`src/rtl/jellyvl_etherneco_synctimer_slave_if.sv`:
```
`default_nettype none
// ============================================================================
//  Module      : jellyvl_etherneco_synctimer_slave_if
//  Description : Bundle of timer, command-parser and response-parser signals
//                seen by the EtherNeco synctimer ring-node slave.
//  Revision    : 1.0  initial release
// ============================================================================
interface jellyvl_etherneco_synctimer_slave_if #(
    parameter int TIMER_WIDTH = 64
);
    // local timer side
    logic [TIMER_WIDTH-1:0] current_time;
    logic [TIMER_WIDTH-1:0] set_time;
    logic                   set_valid;
    logic                   adjust_sign;
    logic                   adjust_valid;
    logic                   adjust_ready;

    // command direction parser
    logic                   cmd_rx_start;
    logic                   cmd_rx_end;
    logic                   cmd_rx_error;
    logic [15:0]            cmd_rx_length;
    logic [7:0]             cmd_rx_node;
    logic [15:0]            cmd_payload_pos;
    logic [7:0]             cmd_payload_data;
    logic                   cmd_payload_valid;

    // response direction parser / replacer
    logic                   res_rx_start;
    logic                   res_rx_end;
    logic                   res_rx_error;
    logic [15:0]            res_payload_pos;
    logic                   res_payload_valid;
    logic [7:0]             res_replace_data;
    logic                   res_replace_valid;

    modport slave (
        input  current_time,
        output set_time,
        output set_valid,
        output adjust_sign,
        output adjust_valid,
        input  adjust_ready,
        input  cmd_rx_start,
        input  cmd_rx_end,
        input  cmd_rx_error,
        input  cmd_rx_length,
        input  cmd_rx_node,
        input  cmd_payload_pos,
        input  cmd_payload_data,
        input  cmd_payload_valid,
        input  res_rx_start,
        input  res_rx_end,
        input  res_rx_error,
        input  res_payload_pos,
        input  res_payload_valid,
        output res_replace_data,
        output res_replace_valid
    );

    modport master (
        output current_time,
        input  set_time,
        input  set_valid,
        input  adjust_sign,
        input  adjust_valid,
        output adjust_ready,
        output cmd_rx_start,
        output cmd_rx_end,
        output cmd_rx_error,
        output cmd_rx_length,
        output cmd_rx_node,
        output cmd_payload_pos,
        output cmd_payload_data,
        output cmd_payload_valid,
        output res_rx_start,
        output res_rx_end,
        output res_rx_error,
        output res_payload_pos,
        output res_payload_valid,
        input  res_replace_data,
        input  res_replace_valid
    );
endinterface
`default_nettype wire

```
`src/rtl/jellyvl_etherneco_synctimer_slave.sv`:
```
`default_nettype none
// ============================================================================
//  Module      : jellyvl_etherneco_synctimer_slave
//  Description : Ring-node synctimer slave. Parses the master's sync command,
//                loads or nudges the local timer, and writes this node's
//                round-trip time into its slot of the returning response.
//  Revision    : 1.0  initial release
// ============================================================================
module jellyvl_etherneco_synctimer_slave #(
    parameter int TIMER_WIDTH = 64,
    parameter int MAX_NODES   = 2
) (
    input wire logic                           reset,
    input wire logic                           clk,
    jellyvl_etherneco_synctimer_slave_if.slave bus
);

    localparam logic [15:0] c_cmd_length = 16'(8 + 4 * MAX_NODES);
    localparam logic [8:0]  c_max_nodes  = 9'(MAX_NODES);

    logic [TIMER_WIDTH-1:0] r_arrive;
    logic [7:0]             r_node;
    logic [1:0]             r_cmd;
    logic [63:0]            r_time;
    logic [31:0]            r_offset;
    logic                   r_cmd_ok;
    logic                   r_rtt_ok;
    logic [31:0]            r_rtt;

    logic [7:0]             w_cap_node;
    logic [15:0]            w_cap_base;
    logic [15:0]            w_cap_rel;
    logic [2:0]             w_time_idx;
    logic [15:0]            w_res_base;
    logic [15:0]            w_res_rel;
    logic [TIMER_WIDTH-1:0] w_target;
    logic [TIMER_WIDTH-1:0] w_elapsed;
    logic [TIMER_WIDTH-1:0] w_set;
    logic [TIMER_WIDTH-1:0] w_diff;
    logic                   w_cmd_good;

    // A byte arriving together with cmd_rx_start belongs to the new packet.
    assign w_cap_node = bus.cmd_rx_start ? bus.cmd_rx_node : r_node;
    assign w_cap_base = 16'd9 + {6'd0, w_cap_node, 2'b00};
    assign w_cap_rel  = bus.cmd_payload_pos - w_cap_base;
    assign w_time_idx = bus.cmd_payload_pos[2:0] - 3'd1;

    assign w_target   = TIMER_WIDTH'(r_time) + TIMER_WIDTH'(r_offset);
    assign w_elapsed  = bus.current_time - r_arrive;
    assign w_set      = w_target + w_elapsed;
    assign w_diff     = w_target - r_arrive;

    assign w_cmd_good = !bus.cmd_rx_error
                     && (bus.cmd_rx_length == c_cmd_length)
                     && ({1'b0, r_node} < c_max_nodes);

    assign w_res_base = 16'd9 + {6'd0, r_node, 2'b00};
    assign w_res_rel  = bus.res_payload_pos - w_res_base;

    // Capture arrival time, hop index and the command fields for our slot.
    always_ff @(posedge clk) begin
        if (reset) begin
            r_arrive <= '0;
            r_node   <= '0;
            r_cmd    <= '0;
            r_time   <= '0;
            r_offset <= '0;
        end else begin
            if (bus.cmd_rx_start) begin
                r_arrive <= bus.current_time;
                r_node   <= bus.cmd_rx_node;
                r_cmd    <= '0;
                r_time   <= '0;
                r_offset <= '0;
            end
            if (bus.cmd_payload_valid) begin
                if (bus.cmd_payload_pos == 16'd0) begin
                    r_cmd <= bus.cmd_payload_data[1:0];
                end else if (bus.cmd_payload_pos <= 16'd8) begin
                    r_time[{w_time_idx, 3'b000} +: 8] <= bus.cmd_payload_data;
                end else if (bus.cmd_payload_pos >= w_cap_base && w_cap_rel < 16'd4) begin
                    r_offset[{w_cap_rel[1:0], 3'b000} +: 8] <= bus.cmd_payload_data;
                end
            end
        end
    end

    // Issue the timer load strobe or adjust request when a good command ends.
    always_ff @(posedge clk) begin
        if (reset) begin
            bus.set_time     <= '0;
            bus.set_valid    <= 1'b0;
            bus.adjust_valid <= 1'b0;
            bus.adjust_sign  <= 1'b0;
        end else begin
            bus.set_valid <= 1'b0;
            if (bus.adjust_valid && bus.adjust_ready) begin
                bus.adjust_valid <= 1'b0;
            end
            if (bus.cmd_rx_end && w_cmd_good) begin
                if (r_cmd[1]) begin
                    bus.set_time  <= w_set;
                    bus.set_valid <= 1'b1;
                end else if (r_cmd[0] && (w_diff != '0)) begin
                    // a newer request replaces a pending one's direction
                    bus.adjust_valid <= 1'b1;
                    bus.adjust_sign  <= w_diff[TIMER_WIDTH-1];
                end
            end
        end
    end

    // Track command validity and latch the round trip when the response starts.
    always_ff @(posedge clk) begin
        if (reset) begin
            r_cmd_ok <= 1'b0;
            r_rtt_ok <= 1'b0;
            r_rtt    <= '0;
        end else begin
            if (bus.cmd_rx_end) begin
                r_cmd_ok <= w_cmd_good;
            end
            if (bus.cmd_rx_start) begin
                r_cmd_ok <= 1'b0;
            end
            if (bus.res_rx_start) begin
                if (r_cmd_ok) begin
                    r_rtt    <= 32'(w_elapsed);
                    r_rtt_ok <= 1'b1;
                end else begin
                    r_rtt_ok <= 1'b0;
                end
            end
            // one response consumes one command
            if (bus.res_rx_end || bus.res_rx_error) begin
                r_rtt_ok <= 1'b0;
                r_cmd_ok <= 1'b0;
            end
        end
    end

    // Substitute our four round-trip bytes into this node's response slot.
    always_comb begin
        bus.res_replace_valid = 1'b0;
        bus.res_replace_data  = 8'h00;
        if (bus.res_payload_valid && r_rtt_ok
                && bus.res_payload_pos >= w_res_base && w_res_rel < 16'd4) begin
            bus.res_replace_valid = 1'b1;
            bus.res_replace_data  = r_rtt[{w_res_rel[1:0], 3'b000} +: 8];
        end
    end

endmodule
`default_nettype wire

```
`src/flat_wrapper.sv`:
```
// flat-port wrapper written by rule: the top's interface ports become plain ports
module jellyvl_etherneco_synctimer_slave_flat 
#(
    parameter int TIMER_WIDTH = 64,
    parameter int MAX_NODES   = 2
)
  (reset, clk, bus_current_time, bus_set_time, bus_set_valid, bus_adjust_sign, bus_adjust_valid, bus_adjust_ready, bus_cmd_rx_start, bus_cmd_rx_end, bus_cmd_rx_error, bus_cmd_rx_length, bus_cmd_rx_node, bus_cmd_payload_pos, bus_cmd_payload_data, bus_cmd_payload_valid, bus_res_rx_start, bus_res_rx_end, bus_res_rx_error, bus_res_payload_pos, bus_res_payload_valid, bus_res_replace_data, bus_res_replace_valid);
  jellyvl_etherneco_synctimer_slave_if #(.TIMER_WIDTH(TIMER_WIDTH)) bus_i ();
  input wire logic reset;
  input wire logic clk;
  input wire logic [$bits(bus_i.current_time)-1:0] bus_current_time;
  output wire logic [$bits(bus_i.set_time)-1:0] bus_set_time;
  output wire logic [$bits(bus_i.set_valid)-1:0] bus_set_valid;
  output wire logic [$bits(bus_i.adjust_sign)-1:0] bus_adjust_sign;
  output wire logic [$bits(bus_i.adjust_valid)-1:0] bus_adjust_valid;
  input wire logic [$bits(bus_i.adjust_ready)-1:0] bus_adjust_ready;
  input wire logic [$bits(bus_i.cmd_rx_start)-1:0] bus_cmd_rx_start;
  input wire logic [$bits(bus_i.cmd_rx_end)-1:0] bus_cmd_rx_end;
  input wire logic [$bits(bus_i.cmd_rx_error)-1:0] bus_cmd_rx_error;
  input wire logic [$bits(bus_i.cmd_rx_length)-1:0] bus_cmd_rx_length;
  input wire logic [$bits(bus_i.cmd_rx_node)-1:0] bus_cmd_rx_node;
  input wire logic [$bits(bus_i.cmd_payload_pos)-1:0] bus_cmd_payload_pos;
  input wire logic [$bits(bus_i.cmd_payload_data)-1:0] bus_cmd_payload_data;
  input wire logic [$bits(bus_i.cmd_payload_valid)-1:0] bus_cmd_payload_valid;
  input wire logic [$bits(bus_i.res_rx_start)-1:0] bus_res_rx_start;
  input wire logic [$bits(bus_i.res_rx_end)-1:0] bus_res_rx_end;
  input wire logic [$bits(bus_i.res_rx_error)-1:0] bus_res_rx_error;
  input wire logic [$bits(bus_i.res_payload_pos)-1:0] bus_res_payload_pos;
  input wire logic [$bits(bus_i.res_payload_valid)-1:0] bus_res_payload_valid;
  output wire logic [$bits(bus_i.res_replace_data)-1:0] bus_res_replace_data;
  output wire logic [$bits(bus_i.res_replace_valid)-1:0] bus_res_replace_valid;
  assign bus_i.current_time = bus_current_time;
  assign bus_set_time = bus_i.set_time;
  assign bus_set_valid = bus_i.set_valid;
  assign bus_adjust_sign = bus_i.adjust_sign;
  assign bus_adjust_valid = bus_i.adjust_valid;
  assign bus_i.adjust_ready = bus_adjust_ready;
  assign bus_i.cmd_rx_start = bus_cmd_rx_start;
  assign bus_i.cmd_rx_end = bus_cmd_rx_end;
  assign bus_i.cmd_rx_error = bus_cmd_rx_error;
  assign bus_i.cmd_rx_length = bus_cmd_rx_length;
  assign bus_i.cmd_rx_node = bus_cmd_rx_node;
  assign bus_i.cmd_payload_pos = bus_cmd_payload_pos;
  assign bus_i.cmd_payload_data = bus_cmd_payload_data;
  assign bus_i.cmd_payload_valid = bus_cmd_payload_valid;
  assign bus_i.res_rx_start = bus_res_rx_start;
  assign bus_i.res_rx_end = bus_res_rx_end;
  assign bus_i.res_rx_error = bus_res_rx_error;
  assign bus_i.res_payload_pos = bus_res_payload_pos;
  assign bus_i.res_payload_valid = bus_res_payload_valid;
  assign bus_res_replace_data = bus_i.res_replace_data;
  assign bus_res_replace_valid = bus_i.res_replace_valid;
  jellyvl_etherneco_synctimer_slave #(.TIMER_WIDTH(TIMER_WIDTH), .MAX_NODES(MAX_NODES)) u_core (.reset(reset), .clk(clk), .bus(bus_i));
endmodule
```
`config.mk`:
```
export PLATFORM = sky130hd
export DESIGN_NAME = jellyvl_etherneco_synctimer_slave_flat
export DESIGN_NICKNAME = d
export VERILOG_FILES = /design/src/rtl/jellyvl_etherneco_synctimer_slave_if.sv /design/src/rtl/jellyvl_etherneco_synctimer_slave.sv /design/src/flat_wrapper.sv
export SDC_FILE = /design/constraint.sdc
export NUM_CORES = 1
export LEC_CHECK = 0
export ABC_AREA = 1
export BUFFER_PORTS_ARGS = -buffer_cell sky130_fd_sc_hd__clkbuf_2
export CAP_MARGIN = 20
export CORE_MARGIN = 5
export CORE_UTILIZATION = 50
export CTS_CLUSTER_SIZE = 12
export DETAILED_ROUTE_END_ITERATION = 10
export MAX_ROUTING_LAYER = met4
export PLACE_DENSITY = 0.71
export SLEW_MARGIN = 10
export SYNTH_ARGS = -nofsm -noshare
export SYNTH_HDL_FRONTEND = slang
export SYNTH_SLANG_ARGS = --single-unit
```
`constraint.sdc`:
```
create_clock -name clk -period 7.6 [get_ports clk]
set_input_delay 1.52 -clock clk [delete_from_list [all_inputs] [get_ports clk]]
set_output_delay 1.52 -clock clk [all_outputs]
set_load 0.01 [all_outputs]
```
==> impl_metrics.py <==
metrics = {
    "cts": {
        "worst_skew_pair.late_latency_ns": 0.61,
        "cts_buffers": 31,
        "number_of_buffers_inserted_to_repair_setup_after_cts": 0,
        "htree_num_levels": 1,
        "clk_root_buffer_cell": "clkbuf_16",
        "ctsResizeCount": 0,
        "clock-sinks": 271,
        "clk_pin_slew_worst_paths_ns": 0.06,
        "cts_tree": "built",
        "clockBufferDepth": 3,
        "holdBufCountCts": 0,
    },
    "pwr": {
        "peakVddDrop_v": 0.000168,
        "combinationalPowerShare_pct": 39.7,
        "internal_power_component_uw": 2950,
        "p_clk_share_pct": 30.8,
        "power_density_nw_per_um2": 156,
        "cellLeakagePower_uw": 0.0168,
        "p_sw_uw": 2040,
        "switching_share_pct": 40.8,
        "seq_power_share_pct": 29.5,
    },
    "global_route": {
        "vias_in_the_first_global_route": 30526,
        "globalRouteTotalUtil_pct": 33.8,
        "gr-total-overflow": 0,
        "grt_first_pass_wirelength_um": 167000,
        "initial_antenna_violation_count": 3,
        "grt_max_degree": 106,
    },
    "setup_path": {
        "worst_setup_path_start_kind": "flop",
        "critical-path-max-stage-delay_ns": 0.55,
        "critPathMostFrequentCell": "nand2_1",
        "setup.reg_to_reg.worst_slack_ns": 1.29,
        "critPathArrivalTime_ns": 6.81,
        "worst_r2r_startpoint": "u_core.r_offset[0]",
        "crit_type": "reg2reg",
        "worstRegToRegCells": 31,
        "crit_fanout": 13,
        "slowest_stage": "xor2_1",
        "worst_setup_path_end_kind": "flop",
        "worst_r2r_endpoint": "u_core.bus.adjust_sign",
        "crit_required_ns": 8.10,
    },
    "finish": {
        "seq_area_um2": 5430,
        "fin_nets": 5490,
        "share_of_the_core_filled_with_cells_pct": 55.3,
        "drive_gt1_share_pct": 6.61,
        "finalNonFillerCells": 5883,
        "area_delta_synth_final_pct": 9.31,
        "multi_input_gate_area_in_the_final_layout_um2": 20000,
        "fillers": 6107,
    },
    "synthesis": {
        "synth_net_count": 5342,
        "synth-main-ff-cell": "dfxtp_1",
        "synth-edff-count": 0,
        "yosys_warnings": 0,
        "synth-seq-area-share_pct": 18.6,
        "average_cell_area_after_synthesis_um2": 5.89,
        "ys_async_sr_fraction_pct": 0,
        "synthesis.instances": 4950,
        "mappedNetlistArea_um2": 29200,
        "synthDistinctLibCells": 60,
        "yosys_register_bits": 271,
    },
    "die": {
        "design.die.area_um2": 63300,
        "die_height_um": 252,
        "core_area_um2": 57700,
        "io-pin-count": 215,
        "initial_core_utilization_pct": 50.5,
        "die_w_um": 252,
        "row_count": 88,
    },
    "sta": {
        "setup_total_negative_slack_ns": 0,
        "final-setup-viol-count": 0,
        "timing.final.max_slew_violations": 0,
        "final_min_period_over_clock_period_pct": 83.0,
        "slew_headroom_pct": 26.3,
        "finalHoldViolCount": 0,
        "setup_repair_after_global_routing_missed_its_margin": "no",
        "fmaxAchievable_ghz": 0.159,
        "post-route-min-period_ns": 6.31,
        "clock_skew_ns": 0.0171,
        "max_slew.worst_pin.slew_ns": 1.09,
    },
    "route": {
        "wl_um": 109000,
        "firstDrtPassIters": 9,
        "num_vias": 32750,
        "ant_nets": 0,
        "drt_drc_violations_left": 0,
        "viasPerCell": 5.57,
        "routedWlPerCell_um": 18.5,
        "first_iter_violations": 2922,
    },
    "place": {
        "dp.cells": 5829,
        "place_hpwl_um": 90000,
        "routabilityCongestion": 1.06,
        "number_of_buffer_cells_added_on_primary_ports": 214,
    },
    "job": {
        "drv.max_cap_violation_count": 0,
    },
    "min_path": {
        "min_from": "u_core.bus.adjust_valid",
        "whs_endpoint": "u_core.bus.adjust_valid",
        "holdPathStages": 2,
        "hp-class": "reg2reg",
    },
    "run_status": {
        "run_status": "complete, no violations",
    },
}
-- through the flow --
stage	power (uW)	hold slack [ns]	setup WS (ns)	instance area, um2
finish	4980	0.460	1.29	31900
global route	5260	0.499	0.712	31900
CTS	4950	0.467	1.41	31900
detailed placement	3420	0.452	1.06	30900
global placement	3420	0.449	1.08	30800
floorplan	2850	0.439	2.15	29200
-- power by group through the flow --
stage / clock network [uW] / registers [uW] / logic, uW
floorplan: 0 / 1500 / 1350
finish: 1530 / 1470 / 1980
detailed placement: 0 / 1500 / 1920
global route: 1610 / 1470 / 2180
CTS: 1550 / 1470 / 1930
global placement: 0 / 1500 / 1920
-- area by class of cell --
| class | count | share of cell area, % |
|---|---|---|
| antenna | 1 | 0.00785 |
| clock buffer | 44 | 2.84 |
| clock inverter | 8 | 0.349 |
| inverter | 861 | 10.2 |
| multi-input combinational | 3704 | 62.8 |
| sequential | 271 | 17.0 |
| tap | 765 | 3.00 |
| timing repair buffer | 229 | 3.78 |
-- synthesized netlist by cell type (6+ instances only) --
library cell  count  area [um2]
nand3_1         210        1050
nor3_1           82         410
dfxtp_1         271        5430
a21oi_2           6        52.6
nand4_1          58         363
xor2_1          128        1120
ha_1            249        3120
o21ai_2          12         105
nand2_1        1150        4320
buf_2            10        50.1
a21o_1           18         135
a31oi_1          45         282
o211ai_1         28         210
inv_1           851        3190
nand3b_1         13        97.6
nor4_1           39         244
o21bai_1         29         218
or2_2            16         100
a21boi_0          8        60.1
o221ai_1          7        61.3
a211oi_1         45         338
o21ai_1          22         110
clkbuf_1         94         353
inv_2             7        26.3
o21a_1           25         188
nor2_1          534        2000
xnor2_1          76         666
a21oi_1         534        2670
o21ai_0         316        1580
-- cell usage in the layout, fill, tap and decap left out, types with 18 or more instances in the layout --
cell type,instances
nor3_1,82
o21a_1,25
o21ai_0,316
a21o_1,18
dfxtp_1,271
a21oi_1,534
ha_1,249
nand3_1,210
xnor2_1,76
nand2_1,1150
nor2_1,532
o21bai_1,29
inv_1,850
o211ai_1,28
nand4_1,58
clkbuf_2,213
nor4_1,39
a31oi_1,45
clkbuf_16,31
o21ai_1,22
a211oi_1,45
xor2_1,128
-- how the worst max path moves through the flow --
stage	from	end	slack, ns	cells after the start
finish	u_core.r_offset[0]	u_core.bus.adjust_sign	1.29	31
global route	u_core.r_offset[0]	u_core.bus.adjust_sign	0.71	33
CTS	u_core.r_offset[0]	u_core.bus.adjust_sign	1.41	35
detailed placement	bus_current_time[0]	u_core.bus.set_time[58]	1.06	32
global placement	bus_current_time[0]	u_core.bus.set_time[58]	1.08	32
floorplan	bus_current_time[0]	u_core.bus.set_time[61]	2.15	31
-- flip-flops by register name (all words and copies together), names as in the netlist --
signal,count
u_core.bus.set_time,64
u_core.r_arrive,64
u_core.r_time,64
u_core.r_offset,32
u_core.r_rtt,32
u_core.r_node,8
u_core.r_cmd,2
u_core.bus.adjust_sign,1
u_core.bus.adjust_valid,1
u_core.bus.set_valid,1
u_core.r_cmd_ok,1
u_core.r_rtt_ok,1
-- metal layers --
layer  up-vias  GRT usage (%)  routed length (um)
li1      16419              -                   -
met4         0           14.1                5790
met3       287           2.94                7950
met5         -              -                   0
met2      1239           52.5               47200
met1     14805           45.4               48100
-- cell families after synthesis --
group / after synthesis / synth area share, %
and+or+nand+nor: 2122 / 30.0
AOI/OAI and AO/OA: 1125 / 21.5
buffers and inverters: 975 / 12.8
DFF: 271 / 18.6
adders and majority gates: 253 / 11.0
xor gates and xnor gates: 204 / 6.13
-- critical path: cells and delay by family (launching register included) --
| kind | cells | cell delay (ns) |
|---|---|---|
| adders and majority gates | 3 | 0.91 |
| AOI/OAI and AO/OA | 9 | 1.86 |
| and+or+nand+nor | 15 | 2.36 |
| xor gates and xnor gates | 1 | 0.55 |
| DFF | 1 | 0.33 |
| buffers and inverters | 3 | 0.19 |
Note: power is estimated with default switching activity, not from simulation.
